### src/rtl/dmem_pkg.sv
// Shared types and constants for the data-memory responder.
package dmem_pkg;

    localparam int unsigned WORD_W = 32;
    localparam int unsigned CNT_W  = 4;

    typedef enum logic [1:0] {
        IDLE,
        WAIT,
        RESP
    } state_e;

endpackage

### src/rtl/dmem_array.sv
// Word-addressed storage: synchronous write and synchronous (registered) read, no reset.
module dmem_array
    import dmem_pkg::*;
#(
    parameter int unsigned DEPTH_WORDS = 128,
    parameter int unsigned IDX_W       = (DEPTH_WORDS > 1) ? $clog2(DEPTH_WORDS) : 1
) (
    input  logic              clk,
    input  logic              we,
    input  logic [IDX_W-1:0]  index,
    input  logic [WORD_W-1:0] wdata,
    output logic [WORD_W-1:0] rdata
);

    logic [WORD_W-1:0] mem_q [DEPTH_WORDS];

    always_ff @(posedge clk) begin
        if (we) begin
            mem_q[index] <= wdata;
        end
        rdata <= mem_q[index];
    end

endmodule

### src/rtl/dmem_responder.sv
// Latency-modelling responder for the CPU data-memory port: one request at a time,
// single-cycle ack pulse carrying load data or an error flag.
module dmem_responder
    import dmem_pkg::*;
#(
    parameter int unsigned DEPTH_WORDS = 128,
    parameter int unsigned LATENCY     = 2
) (
    input  logic              clk_i,
    input  logic              rst_i,
    input  logic              req_i,
    input  logic              we_i,
    input  logic [WORD_W-1:0] addr_i,
    input  logic [WORD_W-1:0] wdata_i,
    output logic              ready_o,
    output logic              ack_o,
    output logic [WORD_W-1:0] rdata_o,
    output logic              err_o
);

    localparam int unsigned      IDX_W    = (DEPTH_WORDS > 1) ? $clog2(DEPTH_WORDS) : 1;
    localparam logic [CNT_W-1:0] CNT_INIT = (LATENCY == 0) ? '0 : CNT_W'(LATENCY - 1);

    state_e              state_q, state_d;
    logic [CNT_W-1:0]    cnt_q, cnt_d;
    logic                we_q, we_d;
    logic [WORD_W-1:0]   addr_q, addr_d;
    logic [WORD_W-1:0]   wdata_q, wdata_d;
    logic                err_q, err_d;
    logic [WORD_W-1:0]   rdata_q, rdata_d;

    logic                sel_we;
    logic [WORD_W-1:0]   sel_addr;
    logic [WORD_W-1:0]   sel_wdata;
    logic                sel_err;
    logic                enter_resp;
    logic                arr_we;
    logic [WORD_W-1:0]   arr_rdata;

    // With zero latency the access happens on the acceptance edge, so the live inputs are used.
    always_comb begin
        sel_we    = we_q;
        sel_addr  = addr_q;
        sel_wdata = wdata_q;
        if (state_q == IDLE) begin
            sel_we    = we_i;
            sel_addr  = addr_i;
            sel_wdata = wdata_i;
        end
        sel_err = (sel_addr[1:0] != 2'b00) ||
                  ({2'b00, sel_addr[WORD_W-1:2]} >= WORD_W'(DEPTH_WORDS));
    end

    always_comb begin
        state_d = state_q;
        cnt_d   = cnt_q;
        we_d    = we_q;
        addr_d  = addr_q;
        wdata_d = wdata_q;
        unique case (state_q)
            IDLE: begin
                if (req_i) begin
                    we_d    = we_i;
                    addr_d  = addr_i;
                    wdata_d = wdata_i;
                    if (LATENCY == 0) begin
                        state_d = RESP;
                    end else begin
                        state_d = WAIT;
                        cnt_d   = CNT_INIT;
                    end
                end
            end
            WAIT: begin
                if (cnt_q == '0) begin
                    state_d = RESP;
                end else begin
                    cnt_d = cnt_q - CNT_W'(1);
                end
            end
            RESP:    state_d = IDLE;
            default: state_d = IDLE;
        endcase
    end

    always_comb begin
        enter_resp = (state_d == RESP) && (state_q != RESP);
        arr_we     = enter_resp && sel_we && !sel_err && !rst_i;
        err_d      = enter_resp ? sel_err : err_q;
    end

    dmem_array #(
        .DEPTH_WORDS (DEPTH_WORDS),
        .IDX_W       (IDX_W)
    ) u_array (
        .clk   (clk_i),
        .we    (arr_we),
        .index (sel_addr[IDX_W+1:2]),
        .wdata (sel_wdata),
        .rdata (arr_rdata)
    );

    // Array read is registered on the RESP entry edge; rdata_q retains it once RESP ends.
    always_comb begin
        rdata_o = rdata_q;
        if (state_q == RESP) begin
            if (err_q) begin
                rdata_o = '0;
            end else if (!we_q) begin
                rdata_o = arr_rdata;
            end
        end
        rdata_d = (state_q == RESP) ? rdata_o : rdata_q;
    end

    always_ff @(posedge clk_i or posedge rst_i) begin
        if (rst_i) begin
            state_q <= IDLE;
            cnt_q   <= '0;
            we_q    <= 1'b0;
            addr_q  <= '0;
            wdata_q <= '0;
            err_q   <= 1'b0;
            rdata_q <= '0;
        end else begin
            state_q <= state_d;
            cnt_q   <= cnt_d;
            we_q    <= we_d;
            addr_q  <= addr_d;
            wdata_q <= wdata_d;
            err_q   <= err_d;
            rdata_q <= rdata_d;
        end
    end

    assign ready_o = (state_q == IDLE);
    assign ack_o   = (state_q == RESP);
    assign err_o   = err_q;

endmodule

### config.mk
export PLATFORM = sky130hd
export DESIGN_NAME = dmem_responder
export DESIGN_NICKNAME = d
export VERILOG_FILES = /design/src/rtl/dmem_pkg.sv /design/src/rtl/dmem_array.sv /design/src/rtl/dmem_responder.sv
export SDC_FILE = /design/constraint.sdc
export NUM_CORES = 2
export LEC_CHECK = 0
export BUFFER_PORTS_ARGS = -buffer_cell sky130_fd_sc_hd__buf_2
export CAP_MARGIN = 20
export CORE_MARGIN = 4
export CORE_UTILIZATION = 35
export DETAILED_ROUTE_END_ITERATION = 7
export PLACE_DENSITY = 0.61
export SYNTH_ARGS = -nofsm -noshare
export SYNTH_HDL_FRONTEND = slang
export SYNTH_SLANG_ARGS = --single-unit
### constraint.sdc
create_clock -name clk_i -period 4.3 [get_ports clk_i]
set_input_delay 0.86 -clock clk_i [delete_from_list [all_inputs] [get_ports clk_i]]
set_output_delay 0.86 -clock clk_i [all_outputs]
set_load 0.03 [all_outputs]
Word-level counts from Yosys, hierarchy flattened
Memories as Yosys holds them, arrays and structs flattened. A register that Yosys moved wholly into a read port is not among the register bits.
Index checks and enable logic that the tools add are counted.
- memories kept: 1
- register bits after elaboration: 104
- input bits: 68
- RAM bits: 4096
- memory list (memory ; words ; width ; read ports ; clocked after Yosys merged registers in ; write ports ; line ; text):
    u_array.mem_q ; 128 ; 32 ; 1 ; 1 ; 1 ; dmem_array.sv:15 ; logic [WORD_W-1:0] mem_q [DEPTH_WORDS];
- order comparisons: 1
- reductions and logical operators: 13
- add/sub/neg operators: 1
- multiplexer cells: 14
- equality and inequality tests: 6
- operators with widths (kind ; number):
    32-bit two-way mux ; 5
    30-bit by 8-bit >= comparator with 1-bit output, second input constant ; 1
    4-bit two-way mux ; 2
    4-bit case mux with 2 select lines ; 1
    2-bit != test, second input constant ; 3
    2-bit equality test, second input constant ; 2
    1-bit logical AND ; 4
    4-bit logical NOT ; 1
    2-bit two-way mux ; 2
    2-bit case mux with 2 select lines ; 1
    2-bit nonzero test ; 2
    4-bit by 1-bit subtractor with 4-bit output, second input constant ; 1
    1-bit two-way mux ; 3
    3-bit AND reduction ; 1
    2-bit by 1-bit equality test with 1-bit output, second input constant ; 1
    1-bit logical NOT ; 2
    2-bit logical NOT ; 1
    2-bit AND reduction ; 1
    1-bit logical OR ; 1

Longest topological paths before layout
- word-level depth: 10
- mapped depth: 13
- gate-level depth less buffers: 8

Cells and area by module
From an unflattened synthesis, not the netlist that was laid out.
- cells, all modules: 9367
- area, all modules: 162041.7 um^2
- modules (own cells, without submodules) (module ; area each (um^2) ; times used ; seq. area each (um^2) ; cells an instance):
    dmem_array ; 157257.1 ; 1 ; 123638.6 ; 8954
    dmem_responder ; 4784.6 ; 1 ; 2602.5 ; 413

Worst setup path before layout
No wires, ideal clock.
- kind: in2reg
- start point: in addr_i[9]
- end point: mem u_array.mem_q[52][0], enable pin
- data required time: 3879 ps
- arrival time: 3984 ps
- setup slack: -105 ps
- stages: 8
- buffers on the path: 1
- cells stage by stage: or4_1 nor4_1 a22o_1 nand4_1 nor3_2 nand2_1 clkbuf_1 nor2_1
- cells in the longest elaborated chain, start to end: 8
- RTL lines (element ; line ; text):
    start: declaration ; dmem_responder.sv:13 ; input logic [WORD_W-1:0] addr_i,
    32-bit two-way mux ; dmem_responder.sv:45 ; if (state_q == IDLE) begin
    30-bit by 8-bit >= comparator with 1-bit output ; dmem_responder.sv:51 ; ({2'b00, sel_addr[WORD_W-1:2]} >= WORD_W'(DEPTH_WORDS));
    1-bit logical OR ; dmem_responder.sv:50 ; sel_err = (sel_addr[1:0] != 2'b00) ||
    1-bit logical NOT ; dmem_responder.sv:88 ; arr_we = enter_resp && sel_we && !sel_err && !rst_i;
    1-bit logical AND (2 in series) ; dmem_responder.sv:88 ;
    1-bit two-way mux ; dmem_array.sv:18 ; if (we) begin
    1-bit two-way mux (not written as such) ; dmem_array.sv:19 ; mem_q[index] <= wdata;
    end: declaration ; dmem_array.sv:15 ;
No other way between the ends.

Worst setup path in the final report
- start point: reg state_q[0]
- end point: reg u_array.rdata[19] (read register of u_array.mem_q)
- cells in the longest elaborated chain, start to end: 2
- RTL lines (element ; line ; text):
    start: declaration ; dmem_responder.sv:24 ; state_e state_q, state_d;
    start signal: assignment ; dmem_responder.sv:126 ; state_q <= state_d;
    2-bit logical NOT ; dmem_responder.sv:45 ;
    32-bit two-way mux ; dmem_responder.sv:45 ;
    end: declaration ; dmem_array.sv:12 ; output logic [WORD_W-1:0] rdata
No other way between the ends.
A chain may end at the register's enable or synchronous reset.

==> summary.md <==
| Metric | Value |
|---|---|
| Core ar. | `452,400 µm²` |
| CP startpoint kind | `flip-flop` |
| Clk slew on worst S/H paths | `0.06 ns` |
| Final worst setup slack | `0.07134 ns` |
| Clock Tree Buf Depth | `4` |
| Max-cap viol count | `0` |
| Final WL | `540.9 mm` |
| Synth Warn # | `0` |
| Via density | `6.028` |
| Setup TNS | `0 ns` |
| Failing checks | `design-rule violations` |
| Worst clock skew | `0.04687 ns` |
| Num ports | `103` |
| Asr flop ratio synth | `2.457%` |
| Worst slack, placed | `-0.4315 ns` |
| Layout fillers | `39,490` |
| CP Data Arrival Time | `5.07 ns` |
| Fin. Hold Viols | `0` |
| Status | `finished with violations` |
| Root Driver | `clkbuf_16` |
| Routability cong. | `0.9107` |
| FMAX | `236.5 MHz` |
| Pleak | `58.59 nW` |
| Die Span Y | `681.6 µm` |
| Slew margin rel. | `19.55%` |
| Post-synthesis cell area | `158,800 µm²` |
| Final Util | `41.85%` |
| Number of global-route vias before repair | `94,920` |
| Post-synth EDFFs | `4,096` |
| Yosys top cell area share | `77.45%` |
| ANT nets after route | `0` |
| Area contributors post-synth | `edfxtp_1, a22oi_1, o21a_1` |
| Avg Cell Area, Syn | `16.45 µm²` |
| Rows | `247` |
| Unrepaired setup endpoints after global routing | `false` |
| Final Net Count | `10,400` |
| Total GRT Usage | `22.42%` |
| Die Wd | `681.6 µm` |
| First-pass GRT wire length | `746.2 mm` |
| Largest area contributor in the netlist | `edfxtp_1` |
| CTS tree | `built` |
| Die area | `464,600 µm²` |
| Req. time, crit path | `5.14 ns` |
| Number of synthesized register bits | `4,232` |
| Hpwl dp | `330.6 mm` |
| Largest net degree at the start of global routing | `129` |
| Area grow syn2layout | `19.21%` |
| Share of post-route cells with drive strength above 1 | `17.54%` |
| Residual DRC | `1` |
| Vias | `100,600` |
| DR WL/cell | `32.42 µm` |
| P per Cell Area | `727.0 nW/µm²` |
| Final max-slew violation count | `0` |
| Port buffer count | `102` |
| Final Instance Area | `189,300 µm²` |
| Post-route minimum period | `4.229 ns` |
| Worst-margin pin slew | `1.207 ns` |
| Hold WC Path Type | `input port to flip-flop` |
| Clock Sinks | `4,232` |
| DRT iter0 DRCs | `16,630` |
| Final total power | `137.6 mW` |
| Worst vdd ir | `883.5 µV` |
| Seq/Total Area, Yosys | `79.49%` |
| CTS Buf Count | `417` |
| Synth unique cells | `57` |
| Post-Syn Nets | `9,726` |
| Worst skew pair latency | `0.99 ns` |
| Drt pass-1 iters | `8` |
| Post-synth top flop | `edfxtp_1` |
| # setup viols final | `0` |
| H-tree level count | `5` |
| Initial antenna violation count | `51` |
| Post-Synthesis Cells | `9,656` |
| Total grt overflow | `0` |
| Critical path capture point type | `flip-flop` |
| Placed Area | `175,500 µm²` |
| Final Cycle Share | `98.34%` |
| CP Max Fanout | `31` |
| Crit path kind | `flip-flop to flip-flop` |
| Initial Util | `35.10%` |
worst max-delay path, stage by stage (launching register included):
cell,delay (ns)
dfrtp_1,0.38
buf_4,0.22
o21bai_4,0.46
nor2_4,0.25
buf_16,0.24
buf_12,0.18
buf_4,0.22
o21ai_0,0.14
and4_1,0.35
a31oi_1,0.25
o41ai_1,0.86
buf_4,0.35
nand4_1,0.11
power by group:
group / total [mW] / internal [mW] / switching (mW)
Clock: 36.8 / 21.0 / 15.8
Sequential: 54.9 / 54.4 / 0.527
Combinational: 45.9 / 11.9 / 34.0
Total: 138 / 87.3 / 50.3
layout make-up:
type,instances,area [µm²],area share [%]
Clock inverter,262,2759,1.457
Timing Repair Buffer,938,10410,5.498
Antenna cell,24,60.06,0.03172
Multi-Input combinational cell,4733,31410,16.59
Clock buffer,510,10940,5.778
Sequential cell,4232,126200,66.68
Inverter,8,32.53,0.01718
Tap cell,5976,7477,3.949
state kept, by name (all words and copies together), names as in the netlist:
register / flops
addr_q: 32
err_o: 1
state_q: 2
cnt_q: 4
we_q: 1
wdata_q: 32
rdata_q: 32
u_array.mem_q: 4096
u_array.rdata: 32
final timing paths:
kind                                   startpoint                         to  slack [ns]  depth (start not counted)
hold reg to reg            addr_q[16]$_DFFE_PP0P_     addr_q[16]$_DFFE_PP0P_        0.50                          1
setup reg to reg             state_q[0]$_DFF_PP0_  u_array.rdata[19]$_DFF_P_        0.07                         12
setup / recovery             state_q[0]$_DFF_PP0_  u_array.rdata[19]$_DFF_P_        0.07                         12
hold / removal                         addr_i[10]     addr_q[10]$_DFFE_PP0P_        0.12                          2
min in group asynchronous                   rst_i          err_o$_DFFE_PP0N_        0.13                          2
max in group asynchronous                   rst_i     addr_q[11]$_DFFE_PP0P_        3.26                          3
cell usage after synthesis, types with 12 or more instances:
cell and n:
edfxtp_1 4096, nand2_1 811, a22oi_1 735, o21ai_0 567
o21a_1 409, a21oi_1 397, a31oi_1 397, clkbuf_1 361
buf_2 256, a221oi_1 195, and3_1 178, nand3_1 173
a22o_1 155, nor2_1 151, and4_1 145, o41ai_1 125
dfrtp_1 104, mux2_2 65, a222oi_1 64, buf_1 46
nand4_1 36, dfxtp_1 32, a41oi_1 27, buf_4 20
mux2i_1 18, o22ai_1 12
stage by stage:
| step | std cells | hold slack (ns) |
|---|---|---|
| 2_1_floorplan | 9656 | 0.4348 |
| 6_report | 16680 | 0.1220 |
| 3_3_place_gp | 15860 | 0.4732 |
| 5_1_grt | 16670 | 0.1116 |
| 3_5_place_dp | 15880 | 0.4874 |
| 4_1_cts | 16660 | 0.06292 |
logic make-up after synthesis:
family,Yosys count,synth area share [%]
flops,4232,79.49
compound gates,3102,13.35
simple gates,1544,4.674
buf+inv,691,1.882
mux,83,0.5743
xor+xnor,2,0.01103
fa+ha+maj,2,0.01575
metal layers:
layer | share of wire [%] | track usage (%) | up-vias
li1 | - | - | 40600
met1 | 37 | 30.30 | 51540
met2 | 44 | 33.37 | 7294
met3 | 13 | 5.955 | 1122
met4 | 5.6 | 11.21 | 6
met5 | 0.0076 | 0 | -
cell usage in the layout, fill, tap and decap left out, types with 173 or more instances in the layout:
cell	instances
o21a_1	407
buf_12	288
nand2_1	769
a21oi_1	397
a31oi_1	396
o21ai_0	567
buf_4	533
a22oi_1	735
edfxtp_1	4096
clkbuf_16	420
a221oi_1	195
nand3_1	173
and3_1	178
repair_timing:
item / 4_1_cts / 5_1_grt
hold endpoints to repair: 0 / 0
buffers inserted: 2 / 0
endpoints found under the setup margin: 27 / 2
hold buffers: 0 / 0
gates resized for setup: 3 / 2
(Power assumes the default switching activity.)
